--- config.mk ---
export PLATFORM = sky130hd
export DESIGN_NAME = ahb_manager_arbiter
export DESIGN_NICKNAME = d
export VERILOG_FILES = /design/src/rtl/ahb_arb_pkg.sv /design/src/rtl/rr_arbiter.sv /design/src/rtl/ahb_manager_arbiter.sv
export SDC_FILE = /design/constraint.sdc
export NUM_CORES = 1
export LEC_CHECK = 0
export BUFFER_PORTS_ARGS = -buffer_cell sky130_fd_sc_hd__buf_2
export CAP_MARGIN = 20
export CORE_AREA = 2 2 165 167
export DETAILED_ROUTE_END_ITERATION = 16
export DIE_AREA = 0 0 167 169
export PLACE_DENSITY_LB_ADDON = 0.12
export SKIP_LAST_GASP = 1
export SLEW_MARGIN = 20
export SYNTH_ARGS = -nofsm -noshare
export SYNTH_HDL_FRONTEND = slang
export SYNTH_SLANG_ARGS = --single-unit
--- constraint.sdc ---
create_clock -name HCLK -period 7 [get_ports HCLK]
set_input_delay 1.05 -clock HCLK [delete_from_list [all_inputs] [get_ports HCLK]]
set_output_delay 1.05 -clock HCLK [all_outputs]
set_load 0.01 [all_outputs]
--- src/rtl/ahb_arb_pkg.sv ---
// Shared AHB-Lite encodings used by the manager-port arbiter and its bench.
package ahb_arb_pkg;

  typedef enum logic [1:0] {
    HTRANS_IDLE   = 2'b00,
    HTRANS_BUSY   = 2'b01,
    HTRANS_NONSEQ = 2'b10,
    HTRANS_SEQ    = 2'b11
  } htrans_e;

  typedef enum logic [2:0] {
    HSIZE_BYTE  = 3'b000,
    HSIZE_HALF  = 3'b001,
    HSIZE_WORD  = 3'b010,
    HSIZE_DWORD = 3'b011
  } hsize_e;

  localparam logic [2:0] HBURST_SINGLE = 3'b000;
  localparam logic       HRESP_OKAY    = 1'b0;
  localparam logic       HRESP_ERROR   = 1'b1;

endpackage

--- src/rtl/rr_arbiter.sv ---
// Round-robin arbiter: one-hot grant searched from a rotating pointer that
// moves past the winner whenever the grant is consumed.
module rr_arbiter #(
  parameter int N = 4
) (
  input  logic                 clk,
  input  logic                 rst,
  input  logic [N-1:0]         req,
  input  logic                 advance,
  output logic [N-1:0]         grant,
  output logic [$clog2(N)-1:0] grant_idx
);
  localparam int IdW = $clog2(N);

  logic [IdW-1:0] ptr_q;
  logic [IdW-1:0] ptr_d;
  logic           found_s;

  // First pending request at or after the pointer wins
  always_comb begin
    grant     = '0;
    grant_idx = '0;
    found_s   = 1'b0;
    for (int i = 0; i < N; i++) begin
      if (!found_s && req[(int'(ptr_q) + i) % N]) begin
        found_s   = 1'b1;
        grant_idx = IdW'((int'(ptr_q) + i) % N);
        grant[(int'(ptr_q) + i) % N] = 1'b1;
      end else begin
        found_s = found_s;
      end
    end
  end

  // Pointer next-state
  always_comb begin
    ptr_d = ptr_q;
    if (advance && found_s) begin
      if (int'(grant_idx) == N - 1) begin
        ptr_d = '0;
      end else begin
        ptr_d = grant_idx + IdW'(1);
      end
    end else begin
      ptr_d = ptr_q;
    end
  end

  // Pointer register
  always_ff @(posedge clk or posedge rst) begin
    if (rst) begin
      ptr_q <= '0;
    end else begin
      ptr_q <= ptr_d;
    end
  end

endmodule

--- src/rtl/ahb_manager_arbiter.sv ---
// Shares one AHB-Lite manager port between several requesters: round-robin
// grant into an address stage, pipelined single-beat data stage, routed responses.
module ahb_manager_arbiter
  import ahb_arb_pkg::*;
#(
  parameter int NumRequesters = 4,
  parameter int AddressWidth  = 32,
  parameter int DataWidth     = 32
) (
  input  logic                               HCLK,
  input  logic                               HRESET,
  input  logic [NumRequesters-1:0]           req_valid,
  input  logic [NumRequesters-1:0]           req_write,
  input  logic [NumRequesters*AddressWidth-1:0] req_addr,
  input  logic [NumRequesters*DataWidth-1:0] req_wdata,
  input  logic [NumRequesters*3-1:0]         req_size,
  output logic [NumRequesters-1:0]           req_ready,
  output logic [NumRequesters-1:0]           rsp_valid,
  output logic [DataWidth-1:0]               rsp_rdata,
  output logic                               rsp_error,
  output logic [AddressWidth-1:0]            HADDR,
  output logic                               HWRITE,
  output logic [2:0]                         HSIZE,
  output logic [1:0]                         HTRANS,
  output logic [2:0]                         HBURST,
  output logic [DataWidth-1:0]               HWDATA,
  input  logic [DataWidth-1:0]               HRDATA,
  input  logic                               HREADY,
  input  logic                               HRESP
);
  localparam int IdW = $clog2(NumRequesters);

  logic                     a_valid_q, a_valid_d, a_write_q, a_write_d, a_susp_q, a_susp_d;
  logic [IdW-1:0]           a_id_q, a_id_d, d_id_q, d_id_d;
  logic [AddressWidth-1:0]  a_addr_q, a_addr_d;
  logic [2:0]               a_size_q, a_size_d;
  logic [DataWidth-1:0]     a_wdata_q, a_wdata_d, hwdata_q, hwdata_d;
  logic                     d_valid_q, d_valid_d, d_write_q, d_write_d;
  htrans_e                  htrans_q, htrans_d;
  logic [NumRequesters-1:0] rsp_valid_q, rsp_valid_d;
  logic [DataWidth-1:0]     rsp_rdata_q, rsp_rdata_d;
  logic                     rsp_error_q, rsp_error_d;

  logic                     a_adv_s, a_load_s, d_done_s;
  logic [NumRequesters-1:0] grant_s;
  logic [IdW-1:0]           grant_idx_s;

  assign a_adv_s  = HREADY && (htrans_q == HTRANS_NONSEQ);
  assign a_load_s = (!a_valid_q || a_adv_s) && !a_susp_q;
  assign d_done_s = HREADY && d_valid_q;

  rr_arbiter #(.N(NumRequesters)) u_rr (
    .clk       (HCLK),
    .rst       (HRESET),
    .req       (req_valid),
    .advance   (a_load_s),
    .grant     (grant_s),
    .grant_idx (grant_idx_s)
  );

  assign req_ready = (a_load_s && !HRESET) ? grant_s : '0;

  // Pipeline next-state: A-stage load/hold, A->D advance, error suspend, response
  always_comb begin
    a_valid_d   = a_valid_q;
    a_id_d      = a_id_q;
    a_addr_d    = a_addr_q;
    a_write_d   = a_write_q;
    a_size_d    = a_size_q;
    a_wdata_d   = a_wdata_q;
    d_valid_d   = d_valid_q;
    d_id_d      = d_id_q;
    d_write_d   = d_write_q;
    hwdata_d    = hwdata_q;
    a_susp_d    = a_susp_q;
    rsp_valid_d = '0;
    rsp_rdata_d = '0;
    rsp_error_d = 1'b0;

    if (a_load_s) begin
      a_valid_d = |req_valid;
      if (|req_valid) begin
        a_id_d    = grant_idx_s;
        a_addr_d  = req_addr[int'(grant_idx_s)*AddressWidth +: AddressWidth];
        a_write_d = req_write[grant_idx_s];
        a_size_d  = req_size[int'(grant_idx_s)*3 +: 3];
        a_wdata_d = req_wdata[int'(grant_idx_s)*DataWidth +: DataWidth];
      end else begin
        a_id_d = a_id_q;
      end
    end else begin
      a_valid_d = a_valid_q;
    end

    // The D-stage refills from the A-stage even while it completes
    if (a_adv_s) begin
      d_valid_d = 1'b1;
      d_id_d    = a_id_q;
      d_write_d = a_write_q;
      hwdata_d  = a_wdata_q;
    end else if (d_done_s) begin
      d_valid_d = 1'b0;
    end else begin
      d_valid_d = d_valid_q;
    end

    if (a_susp_q) begin
      a_susp_d = !HREADY;
    end else begin
      a_susp_d = d_valid_q && (HRESP == HRESP_ERROR) && !HREADY;
    end

    if (d_done_s) begin
      rsp_valid_d = {{(NumRequesters-1){1'b0}}, 1'b1} << d_id_q;
      rsp_rdata_d = d_write_q ? '0 : HRDATA;
      rsp_error_d = HRESP;
    end else begin
      rsp_valid_d = '0;
    end

    htrans_d = (a_valid_d && !a_susp_d) ? HTRANS_NONSEQ : HTRANS_IDLE;
  end

  // State and output registers
  always_ff @(posedge HCLK or posedge HRESET) begin
    if (HRESET) begin
      a_valid_q   <= 1'b0;
      a_id_q      <= '0;
      a_addr_q    <= '0;
      a_write_q   <= 1'b0;
      a_size_q    <= 3'b000;
      a_wdata_q   <= '0;
      a_susp_q    <= 1'b0;
      d_valid_q   <= 1'b0;
      d_id_q      <= '0;
      d_write_q   <= 1'b0;
      hwdata_q    <= '0;
      htrans_q    <= HTRANS_IDLE;
      rsp_valid_q <= '0;
      rsp_rdata_q <= '0;
      rsp_error_q <= 1'b0;
    end else begin
      a_valid_q   <= a_valid_d;
      a_id_q      <= a_id_d;
      a_addr_q    <= a_addr_d;
      a_write_q   <= a_write_d;
      a_size_q    <= a_size_d;
      a_wdata_q   <= a_wdata_d;
      a_susp_q    <= a_susp_d;
      d_valid_q   <= d_valid_d;
      d_id_q      <= d_id_d;
      d_write_q   <= d_write_d;
      hwdata_q    <= hwdata_d;
      htrans_q    <= htrans_d;
      rsp_valid_q <= rsp_valid_d;
      rsp_rdata_q <= rsp_rdata_d;
      rsp_error_q <= rsp_error_d;
    end
  end

  assign HADDR     = a_addr_q;
  assign HWRITE    = a_write_q;
  assign HSIZE     = a_size_q;
  assign HTRANS    = htrans_q;
  assign HBURST    = HBURST_SINGLE;
  assign HWDATA    = hwdata_q;
  assign rsp_valid = rsp_valid_q;
  assign rsp_rdata = rsp_rdata_q;
  assign rsp_error = rsp_error_q;

endmodule
==> results.yml, run 1 <==
outcome:
  outcome: "finished clean"
run:
  drv_cap: 0
clocking:
  clk_pin_slew_worst_paths_ns: 0.07
  ctsHoldBuffers: 0
  cts_sinks: 148
  clockBufferDepth: 2
  cts-resized-gates: 0
  ctsHtreeMaxLevel: 4
  cts_inserted_buffers: 17
  root_buffer: "sky130_fd_sc_hd__clkbuf_16"
  insertion_delay_ns: 0.42
  tritoncts: "done"
  post-cts-setup-buffer-count: 0
grt:
  grt_util_met1_pct: 23.1
  grtUsageMet3_pct: 5.49
  met2_resource_use_gr_pct: 30.8
  grt-ovfl-total: 0
  antenna_found_initial: 0
  globalRouteTotalUtil_pct: 18.4
  global_route.peak_usage_layer: "met2"
  grt_pass1_vias: 6965
  pin_count_of_the_biggest_net_entering_global_routing: 83
  grt_first_pass_wirelength_um: 40000
synth:
  synth_top_cells_by_count: "sky130_fd_sc_hd__dfrtp_1, sky130_fd_sc_hd__mux2i_1, sky130_fd_sc_hd__nand2_1, sky130_fd_sc_hd__o221ai_2, sky130_fd_sc_hd__mux2_2"
  synth.area.mux_share_pct: 22.2
  ys.flop_type: "sky130_fd_sc_hd__dfrtp_1"
  share_of_yosys_cell_area_claimed_by_the_top_area_cell_type_pct: 45.6
  synthMostInstantiatedCell: "sky130_fd_sc_hd__dfrtp_1"
  synth_top_family_by_area: "multiplexers"
  synth.cell_area_um2: 8120
  synthAdderAreaFrac_pct: 1.23
  fraction_of_the_mapped_netlist_area_in_compound_gates_pct: 16.6
  post_synth_xor_area_fraction_pct: 0
  synth_edf_count: 0
  asyncSetResetFlopFracSynth_pct: 100
  yosysTopAreaCell: "sky130_fd_sc_hd__dfrtp_1"
  synth_area_per_cell_um2: 12.3
  synth-warning-count: 0
  synthSimpleGateAreaFrac_pct: 8.91
  ys_seq_area_share_pct: 45.6
  synthDistinctLibCells: 48
  synth.area.top_cells: "sky130_fd_sc_hd__dfrtp_1, sky130_fd_sc_hd__mux2i_1, sky130_fd_sc_hd__o221ai_2"
  flip_flop_and_latch_count_after_synthesis: 148
  postSynthCellCount: 659
route:
  drc: 0
  routedWlPerCell_um: 18.8
  first_iter_violations: 264
  detailedRoute.firstPassIterationCount: 4
  wirelength_um: 26400
  detailroute.via_count: 6809
  vias_per_cell: 4.84
  drt.antenna.violating_nets: 0
layout:
  area_growth_pct: 35.5
  drive_gt1_share_pct: 53.4
  final_nets: 1374
  layout.filler_cells: 2572
  num_antenna_cells: 0
worst_setup_path:
  crit_type: "flop to primary output"
  crit_path_max_incr_delay_ns: 0.51
  endpoint_kind: "primary output"
  path_max_fanout: 30
  critical-path-top-delay-family: "simple AND/OR/NAND/NOR gates"
  cp_slowest_cell: "sky130_fd_sc_hd__or3b_2"
  cp.arrival_ns: 3.41
  worstSetupStartpointType: "flop"
  timing.critical_path.required_ns: 5.95
  cp_cell_sequence: "buf_4, inv_1, ha_1, or3b_2, a211o_1, a21oi_1, nand2b_1, a221oi_1, nor2_1, buf_2"
  path_buf_inv: 3
floorplanning:
  die_y_um: 169
  design.portCount: 426
  start_util_pct: 30.6
  placement_rows: 60
  core-area_um2: 26500
  die_width_um: 167
  die-area_um2: 28200
worst_hold_path:
  hp-class: "flop to flop"
timing:
  timing.setup.tns_ns: 0
  fin_skew_ns: 0.0138
  max_clock_freq_mhz: 224
  relSlewSlack_pct: 39.4
  final_max_slew_viol_count: 0
  setup_viol_count_final: 0
  timing.final.crit_share_pct: 63.8
  final_period_minus_worst_setup_slack_ns: 4.46
  unrepaired_setup_endpoints_after_global_routing: "no"
  hold_violations: 0
  max_slew.worst_pin.slew_ns: 0.908
place:
  port_buffers: 421
  routabilityCongestion: 0.792
  half_perimeter_wire_length_after_detailed_placement_um: 19800
power_and_ir_drop:
  ir_drop_mv: 0.291
  total_power_w: 0.00471
  cellLeakagePower_nw: 5.82
  cellPowerDensity_nw_per_um2: 428
cell families (layout without fill, tap and decap cells):
| kind of cell | Yosys count | in the layout |
|---|---|---|
| adders and majority gates | 8 | 8 |
| and+or+nand+nor | 151 | 151 |
| other | 1 | 4 |
| buffers and inverters | 63 | 466 |
| DFF | 148 | 148 |
| AOI/OAI and AO/OA | 115 | 115 |
| muxes | 173 | 173 |
area by class of cell:
cell class | instances | area (um^2) | area share [%]
timing repair buffer | 429 | 2170 | 19.7
inverter | 7 | 36.3 | 0.330
tap | 341 | 427 | 3.88
sequential | 148 | 3700 | 33.7
clock inverter | 13 | 233 | 2.12
clock buffer | 17 | 425 | 3.87
multi-input combinational | 451 | 4010 | 36.4
report_power, final:
part	internal, W	switching [W]	leakage, nW	total (W)
Sequential	0.00118	0.000171	1.87	0.00135
Combinational	0.00101	0.00129	3.63	0.00230
Clock	0.000667	0.000388	0.319	0.00105
worst min-delay path: cells and delay by family (launching register included):
family | cells | cell delay, ns
and+or+nand+nor | 2 | 0.10
DFF | 1 | 0.34
path summary, 6_finish.rpt:
| check | slack (ns) | end | startpoint | cells past startpoint |
|---|---|---|---|---|
| max in group asynchronous | 4.82 | HADDR[30] | HRESET | 3 |
| min in group asynchronous | 0.76 | u_rr.ptr_q[1] | HRESET | 2 |
| worst min-delay path | 0.47 | a_id_q[0] | a_id_q[0] | 2 |
| worst max-delay path | 2.54 | req_ready[1] | u_rr.ptr_q[0] | 10 |
| worst min register to register | 0.47 | a_id_q[0] | a_id_q[0] | 2 |
| worst max register to register | 2.89 | a_wdata_q[26] | u_rr.ptr_q[0] | 10 |
cells in the final DEF, fill, tap and decap left out, drive strengths merged, types with 5 or more instances in the layout:
cell | netlist | routed
a21oi | 6 | 6
clkbuf | 25 | 17
bufinv | 0 | 6
nor2 | 19 | 19
a32o | 14 | 14
nand2 | 83 | 83
ha | 8 | 8
dfrtp | 148 | 148
and2 | 33 | 33
o221ai | 61 | 61
mux2i | 135 | 135
o21ai | 5 | 5
inv | 7 | 8
o211ai | 14 | 14
buf | 31 | 429
mux2 | 36 | 36
clkinv | 0 | 5
registers in the layout (all words and copies together), names as in the netlist, 2 cells and up:
| signal | flops |
|---|---|
| a_wdata_q | 32 |
| a_id_q | 2 |
| u_rr.ptr_q | 2 |
| d_id_q | 2 |
| rsp_valid | 4 |
| HADDR | 32 |
| HSIZE | 3 |
| HWDATA | 32 |
| rsp_rdata | 32 |
stage by stage:
| step | instance area, um^2 | setup WS (ns) | hold slack, ns | util [%] | instances |
|---|---|---|---|---|---|
| after floorplan | 8130 | 1.97 | 0.440 | - | 662 |
| after detailed placement | 10300 | 2.87 | 0.462 | 39.0 | 1376 |
| after global placement | 10300 | 2.94 | 0.457 | 39.0 | 1376 |
| after CTS | 11000 | 2.49 | 0.477 | 41.5 | 1406 |
| after global routing | 11000 | 2.27 | 0.506 | 41.5 | 1406 |
| final | 11000 | 2.54 | 0.471 | 41.5 | 1406 |
metal layers:
layer	wire length, um	vias up
li1	-	3242
met1	11100	3292
met2	13100	256
met3	1850	19
met4	374	0
met5	0	-
No activity file was read; power rests on OpenSTA's default activity.
==> inputs of run 2 (changes only) <==
- ABC_AREA: default -> 1
- clock period: 7 -> 3.8 ns (I/O delays scaled with it)
==> run 2 against run 1 <==
Sequential power up 91%; core utilization up 3.1 points; critical path depth up 3; final cell count up 42%; worst hold slack worse by 0.17 ns; critical endpoint unchanged.
==> results.yml, run 2 <==
outcome:
  outcome: "finished clean"
route:
  vias_per_cell: 4.65
  drt.antenna.violating_nets: 0
  detailroute.via_count: 9278
  first_iter_violations: 504
  wirelength_um: 30400
  drc: 0
  routedWlPerCell_um: 15.2
  detailedRoute.firstPassIterationCount: 6
grt:
  antenna_found_initial: 1
  pin_count_of_the_biggest_net_entering_global_routing: 123
  globalRouteTotalUtil_pct: 21.3
  grt-ovfl-total: 0
  grt_first_pass_wirelength_um: 47700
  grt_pass1_vias: 8955
layout:
  final_common_cell: "sky130_fd_sc_hd__nand2_1"
  final_core_util_pct: 44.6
  layout_common_cells: "sky130_fd_sc_hd__nand2_1, sky130_fd_sc_hd__buf_2, sky130_fd_sc_hd__nand3_1, sky130_fd_sc_hd__dfrtp_1, sky130_fd_sc_hd__inv_1"
  area_growth_pct: 32.8
  drive_gt1_share_pct: 31.9
  final_nets: 1960
synth:
  synthDistinctLibCells: 33
  ys_seq_area_share_pct: 41.6
  yosysTopAreaCell: "sky130_fd_sc_hd__dfrtp_1"
  flip_flop_and_latch_count_after_synthesis: 148
  synth.cell_area_um2: 8900
  synth_edf_count: 0
  share_of_yosys_cell_area_claimed_by_the_top_area_cell_type_pct: 41.6
  synth_area_per_cell_um2: 7.04
  asyncSetResetFlopFracSynth_pct: 100
  synth-warning-count: 0
  synth_top_cells_by_count: "sky130_fd_sc_hd__nand2_1, sky130_fd_sc_hd__nand3_1, sky130_fd_sc_hd__dfrtp_1, sky130_fd_sc_hd__inv_1, sky130_fd_sc_hd__nand3b_1"
  synthMostInstantiatedCell: "sky130_fd_sc_hd__nand2_1"
  postSynthCellCount: 1265
  ys.flop_type: "sky130_fd_sc_hd__dfrtp_1"
  synth.area.top_cells: "sky130_fd_sc_hd__dfrtp_1, sky130_fd_sc_hd__nand2_1, sky130_fd_sc_hd__nand3_1"
clocking:
  cts-resized-gates: 0
  cts_sinks: 148
  root_buffer: "sky130_fd_sc_hd__clkbuf_16"
  ctsHoldBuffers: 0
  cts_inserted_buffers: 17
  clockBufferDepth: 2
  ctsHtreeMaxLevel: 4
  insertion_delay_ns: 0.43
  tritoncts: "done"
  clk_pin_slew_worst_paths_ns: 0.07
  post-cts-setup-buffer-count: 0
timing:
  max_clock_freq_mhz: 319
  timing.final.crit_share_pct: 82.6
  final_max_slew_viol_count: 0
  timing.setup.tns_ns: 0
  unrepaired_setup_endpoints_after_global_routing: "no"
  fin_skew_ns: 0.0147
  max_slew.worst_pin.slew_ns: 0.823
  relSlewSlack_pct: 45.0
  setup_viol_count_final: 0
  final_period_minus_worst_setup_slack_ns: 3.14
  hold_violations: 0
power_and_ir_drop:
  power_switching_share_pct: 51.3
  cellLeakagePower_nw: 7.20
  comb_power_share_pct: 63.6
  clkPwrFrac_pct: 14.1
  cellPowerDensity_nw_per_um2: 977
  power.internal_w: 0.00563
  seq_power_share_pct: 22.3
  ir_drop_mv: 0.880
  power.switching_w: 0.00593
floorplanning:
  placement_rows: 60
  die_y_um: 169
  start_util_pct: 33.6
  die_width_um: 167
  design.portCount: 426
  core-area_um2: 26500
  die-area_um2: 28200
worst_hold_path:
  hp-class: "input pin to asynchronous set/reset pin"
worst_setup_path:
  endpoint_kind: "primary output"
  crit_type: "flop to primary output"
  worstSetupStartpointType: "flop"
  timing.critical_path.required_ns: 3.23
  path_max_fanout: 13
  cp.arrival_ns: 2.57
  timing.reg2reg.worst_path_depth: 12
run:
  drv_cap: 0
place:
  port_buffers: 421
  routabilityCongestion: 0.842
  half_perimeter_wire_length_after_detailed_placement_um: 21900
-- run 2: cell type report --
cell class / count / area (um^2)
Fill cell: 2864 / 14700
Multi-Input combinational cell: 912 / 4340
Sequential cell: 148 / 3700
Timing Repair Buffer: 433 / 2310
Inverter: 128 / 489
Clock buffer: 19 / 443
Tap cell: 341 / 427
Clock inverter: 13 / 114
Antenna cell: 1 / 2.50
-- run 2: layer usage --
layer	global-route usage (%)	vias to the layer above	wire length, um
met5	0	-	11
met4	5.88	2	474
met3	4.93	37	1980
met2	37.1	329	15100
met1	26.6	4263	12800
li1	-	4647	-
-- run 2: stage by stage --
step                      std cells  power [W]  setup WS (ns)  area [um^2]  hold WS [ns]
after floorplan                1268    0.00792           1.37         8920         0.433
after global placement         1962     0.0100          0.819        11300         0.451
after detailed placement       1962     0.0101          0.775        11300         0.453
after CTS                      1994     0.0118          0.642        11800         0.323
after global routing           1994     0.0128          0.423        11800         0.331
final                          1995     0.0116          0.661        11800         0.306
-- run 2: cell families (layout without fill, tap and decap cells) --
logic type,after synthesis,in the layout,share of synthesized area [%]
mux,33,33,4.17
simple gates,846,846,41.5
compound gates,21,21,1.43
flops,148,148,41.6
fa+ha+maj,8,8,1.12
other cells,1,5,0.0421
buf+inv,208,593,10.1
-- run 2: critical path: stages (launching register included) --
cell	delay [ns]
sky130_fd_sc_hd__dfrtp_1	0.64
sky130_fd_sc_hd__inv_6	0.12
sky130_fd_sc_hd__ha_1	0.34
sky130_fd_sc_hd__inv_1	0.09
sky130_fd_sc_hd__nand3_1	0.11
sky130_fd_sc_hd__nand2_2	0.09
sky130_fd_sc_hd__nor2_4	0.16
sky130_fd_sc_hd__nand3_2	0.12
sky130_fd_sc_hd__inv_2	0.10
sky130_fd_sc_hd__nand2_1	0.05
sky130_fd_sc_hd__nand3_1	0.07
sky130_fd_sc_hd__nand2_1	0.05
sky130_fd_sc_hd__inv_1	0.08
sky130_fd_sc_hd__buf_2	0.13
-- run 2: final timing paths --
path / from / end / slack [ns]
max: u_rr.ptr_q[0] / req_ready[1] / 0.66
min: HRESET / HADDR[27] / 0.31
max reg2reg: u_rr.ptr_q[0] / HWRITE / 0.77
min reg2reg: d_id_q[0] / rsp_valid[2] / 0.47
max in group asynchronous: HRESET / a_wdata_q[25] / 2.72
min in group HCLK: HRDATA[22] / rsp_rdata[22] / 0.34
-- run 2: power groups by stage --
stage                     Clock [W]  Combinational [W]  Sequential [W]
after floorplan                   0            0.00519         0.00273
after global placement            0            0.00742         0.00258
after detailed placement          0            0.00748         0.00259
after CTS                   0.00170            0.00749         0.00258
after global routing        0.00176            0.00838         0.00266
final                       0.00163            0.00735         0.00258
==> inputs of run 3 (changes only) <==
- clock period: 3.8 -> 2.6 ns (I/O delays scaled with it)
==> run 3 against run 2 <==
Design area up 2.3%; sequential cell count unchanged; non-clock buffer count grew 17; worst hold slack got worse by 0.23 ns; core utilization increased by 1.0 points; sequential share of layout area down 0.70 points; count of clock-buffer cells in the layout unchanged; global-route usage is 0.49 points lower; first-iteration DRC count down 26%; critical path depth did not move; via count increased by 0.12%; worst setup slack worse by 0.51 ns.
==> results.yml, run 3 (synthesis gave the netlist of run 2 again) <==
route:
  vias_per_cell: 4.61
  wirelength_um: 30300
  routedWlPerCell_um: 15.1
  detailedRoute.firstPassIterationCount: 5
  drc: 0
  first_iter_violations: 375
  detailroute.via_count: 9289
  drt.antenna.violating_nets: 0
worst_setup_path:
  timing.critical_path.required_ns: 2.21
  cp.arrival_ns: 2.06
  endpoint_kind: "primary output"
  cp_cell_sequence: "inv_6, ha_4, inv_2, a21oi_1, inv_1, nand2_1, nand3_4, inv_4, nand2_1, nand3_2, nand2_1, inv_1, buf_2"
  crit_path_max_incr_delay_ns: 0.41
  crit_type: "flop to primary output"
  critical-path-top-delay-family: "buffers and inverters"
  crit_path_frequent_cell: "sky130_fd_sc_hd__nand2_1"
  path_max_fanout: 4
  path_buf_inv: 6
  cp_slowest_cell: "sky130_fd_sc_hd__dfrtp_2"
  worstSetupStartpointType: "flop"
power_and_ir_drop:
  ir_drop_mv: 0.784
  cellLeakagePower_nw: 7.33
  cellPowerDensity_nw_per_um2: 1440
timing:
  setup_viol_count_final: 0
  hold_violations: 0
  relSlewSlack_pct: 53.8
  final_period_minus_worst_setup_slack_ns: 2.45
  max_slew.worst_pin.slew_ns: 0.692
  fin_skew_ns: 0.0118
  timing.final.crit_share_pct: 94.3
  max_clock_freq_mhz: 408
  final_max_slew_viol_count: 0
  unrepaired_setup_endpoints_after_global_routing: "no"
  timing.setup.tns_ns: 0
  hold_ws_ns: 0.0803
place:
  half_perimeter_wire_length_after_detailed_placement_um: 22500
  port_buffers: 421
  routabilityCongestion: 0.890
layout:
  drive_gt1_share_pct: 33.2
  area_growth_pct: 35.9
  final_common_cell: "sky130_fd_sc_hd__nand2_1"
  layout_common_cells: "sky130_fd_sc_hd__nand2_1, sky130_fd_sc_hd__buf_2, sky130_fd_sc_hd__nand3_1, sky130_fd_sc_hd__dfrtp_1, sky130_fd_sc_hd__inv_1"
  final_nets: 1977
  layout.filler_cells: 2791
clocking:
  ctsHtreeMaxLevel: 4
  insertion_delay_ns: 0.43
  clockBufferDepth: 2
  cts_sinks: 148
  root_buffer: "sky130_fd_sc_hd__clkbuf_16"
  tritoncts: "done"
  clk_pin_slew_worst_paths_ns: 0.07
  cts_inserted_buffers: 17
  ctsHoldBuffers: 0
run:
  drv_cap: 0
floorplanning:
  die_y_um: 169
  die_width_um: 167
  core-area_um2: 26500
  design.portCount: 426
  start_util_pct: 33.6
  die-area_um2: 28200
  placement_rows: 60
grt:
  grt-ovfl-total: 0
  antenna_found_initial: 1
  pin_count_of_the_biggest_net_entering_global_routing: 79
  grt_pass1_vias: 8756
  globalRouteTotalUtil_pct: 20.9
  grt_first_pass_wirelength_um: 46600
outcome:
  outcome: "finished clean"
worst_hold_path:
  hp-class: "input pin to asynchronous set/reset pin"
[run 3: path summary, 6_finish.rpt]
path,start,endpoint,slack [ns],cells past startpoint
max,u_rr.ptr_q[0],req_ready[1],0.15,13
min,HRESET,HADDR[30],0.08,2
max reg2reg,u_rr.ptr_q[0],a_wdata_q[19],0.35,15
min reg2reg,d_id_q[0],rsp_valid[0],0.46,1
max in group asynchronous,HRESET,HWDATA[20],1.92,3
min in group HCLK,HRDATA[23],rsp_rdata[23],0.17,3
[run 3: where the power goes]
| part | internal, W | leakage, nW | switching, W |
|---|---|---|---|
| clock network | 0.00138 | 0.276 | 0.00110 |
| registers | 0.00327 | 1.88 | 0.000471 |
| logic | 0.00403 | 5.18 | 0.00714 |
[run 3: final cells by class]
class / count / area (um^2) / area share, %
diodes: 2 / 5.00 / 0.0414
inverters: 128 / 492 / 4.06
multi-input cells: 912 / 4380 / 36.2
repair buffers: 450 / 2510 / 20.8
clock buffers: 19 / 443 / 3.66
clock inverters: 13 / 136 / 1.13
flip-flops and latches: 148 / 3700 / 30.6
well taps: 341 / 427 / 3.53
[run 3: worst reg2reg max path, stage by stage, from the launching register on]
cell	delay, ns
sky130_fd_sc_hd__dfrtp_2	0.44
sky130_fd_sc_hd__inv_6	0.08
sky130_fd_sc_hd__ha_4	0.21
sky130_fd_sc_hd__inv_2	0.08
sky130_fd_sc_hd__nand3_2	0.08
sky130_fd_sc_hd__nand2_2	0.10
sky130_fd_sc_hd__nor2_4	0.05
sky130_fd_sc_hd__buf_4	0.13
sky130_fd_sc_hd__nand2_1	0.07
sky130_fd_sc_hd__nand3_1	0.09
sky130_fd_sc_hd__nand2_2	0.21
sky130_fd_sc_hd__buf_4	0.32
sky130_fd_sc_hd__nand3_1	0.13
sky130_fd_sc_hd__nand2_1	0.08
sky130_fd_sc_hd__nand2_1	0.04
sky130_fd_sc_hd__nand2_1	0.07
[run 3: metal layers]
layer | part of all wire (%) | up-vias | track usage [%] | wire length (um)
met5 | 0 | - | 0 | 0
met4 | 1.5 | 0 | 5.73 | 453
met3 | 6.8 | 31 | 4.49 | 2050
met2 | 49 | 329 | 36.3 | 14900
met1 | 43 | 4246 | 26.2 | 12900
li1 | - | 4683 | - | -
[run 3: per-stage QoR]
stage | area [um^2] | std cells | utilization (%) | total power, W | setup slack (ns)
after global routing | 12100 | 2012 | 45.6 | 0.0192 | 0.0150
after detailed placement | 11400 | 1974 | 43.1 | 0.0149 | 0.222
after floorplan | 8920 | 1268 | - | 0.0116 | 0.251
final | 12100 | 2013 | 45.7 | 0.0174 | 0.148
after global placement | 11400 | 1974 | 43.1 | 0.0149 | 0.235
after CTS | 12000 | 2010 | 45.4 | 0.0176 | 0.0422
[run 3: what timing repair did]
action                                  4_1_cts  5_1_grt
resized for setup                             2       16
setup buffers                                 4        1
endpoints found under the hold margin         0        0
endpoints found under the setup margin        4        4
pin swaps                                     1        4
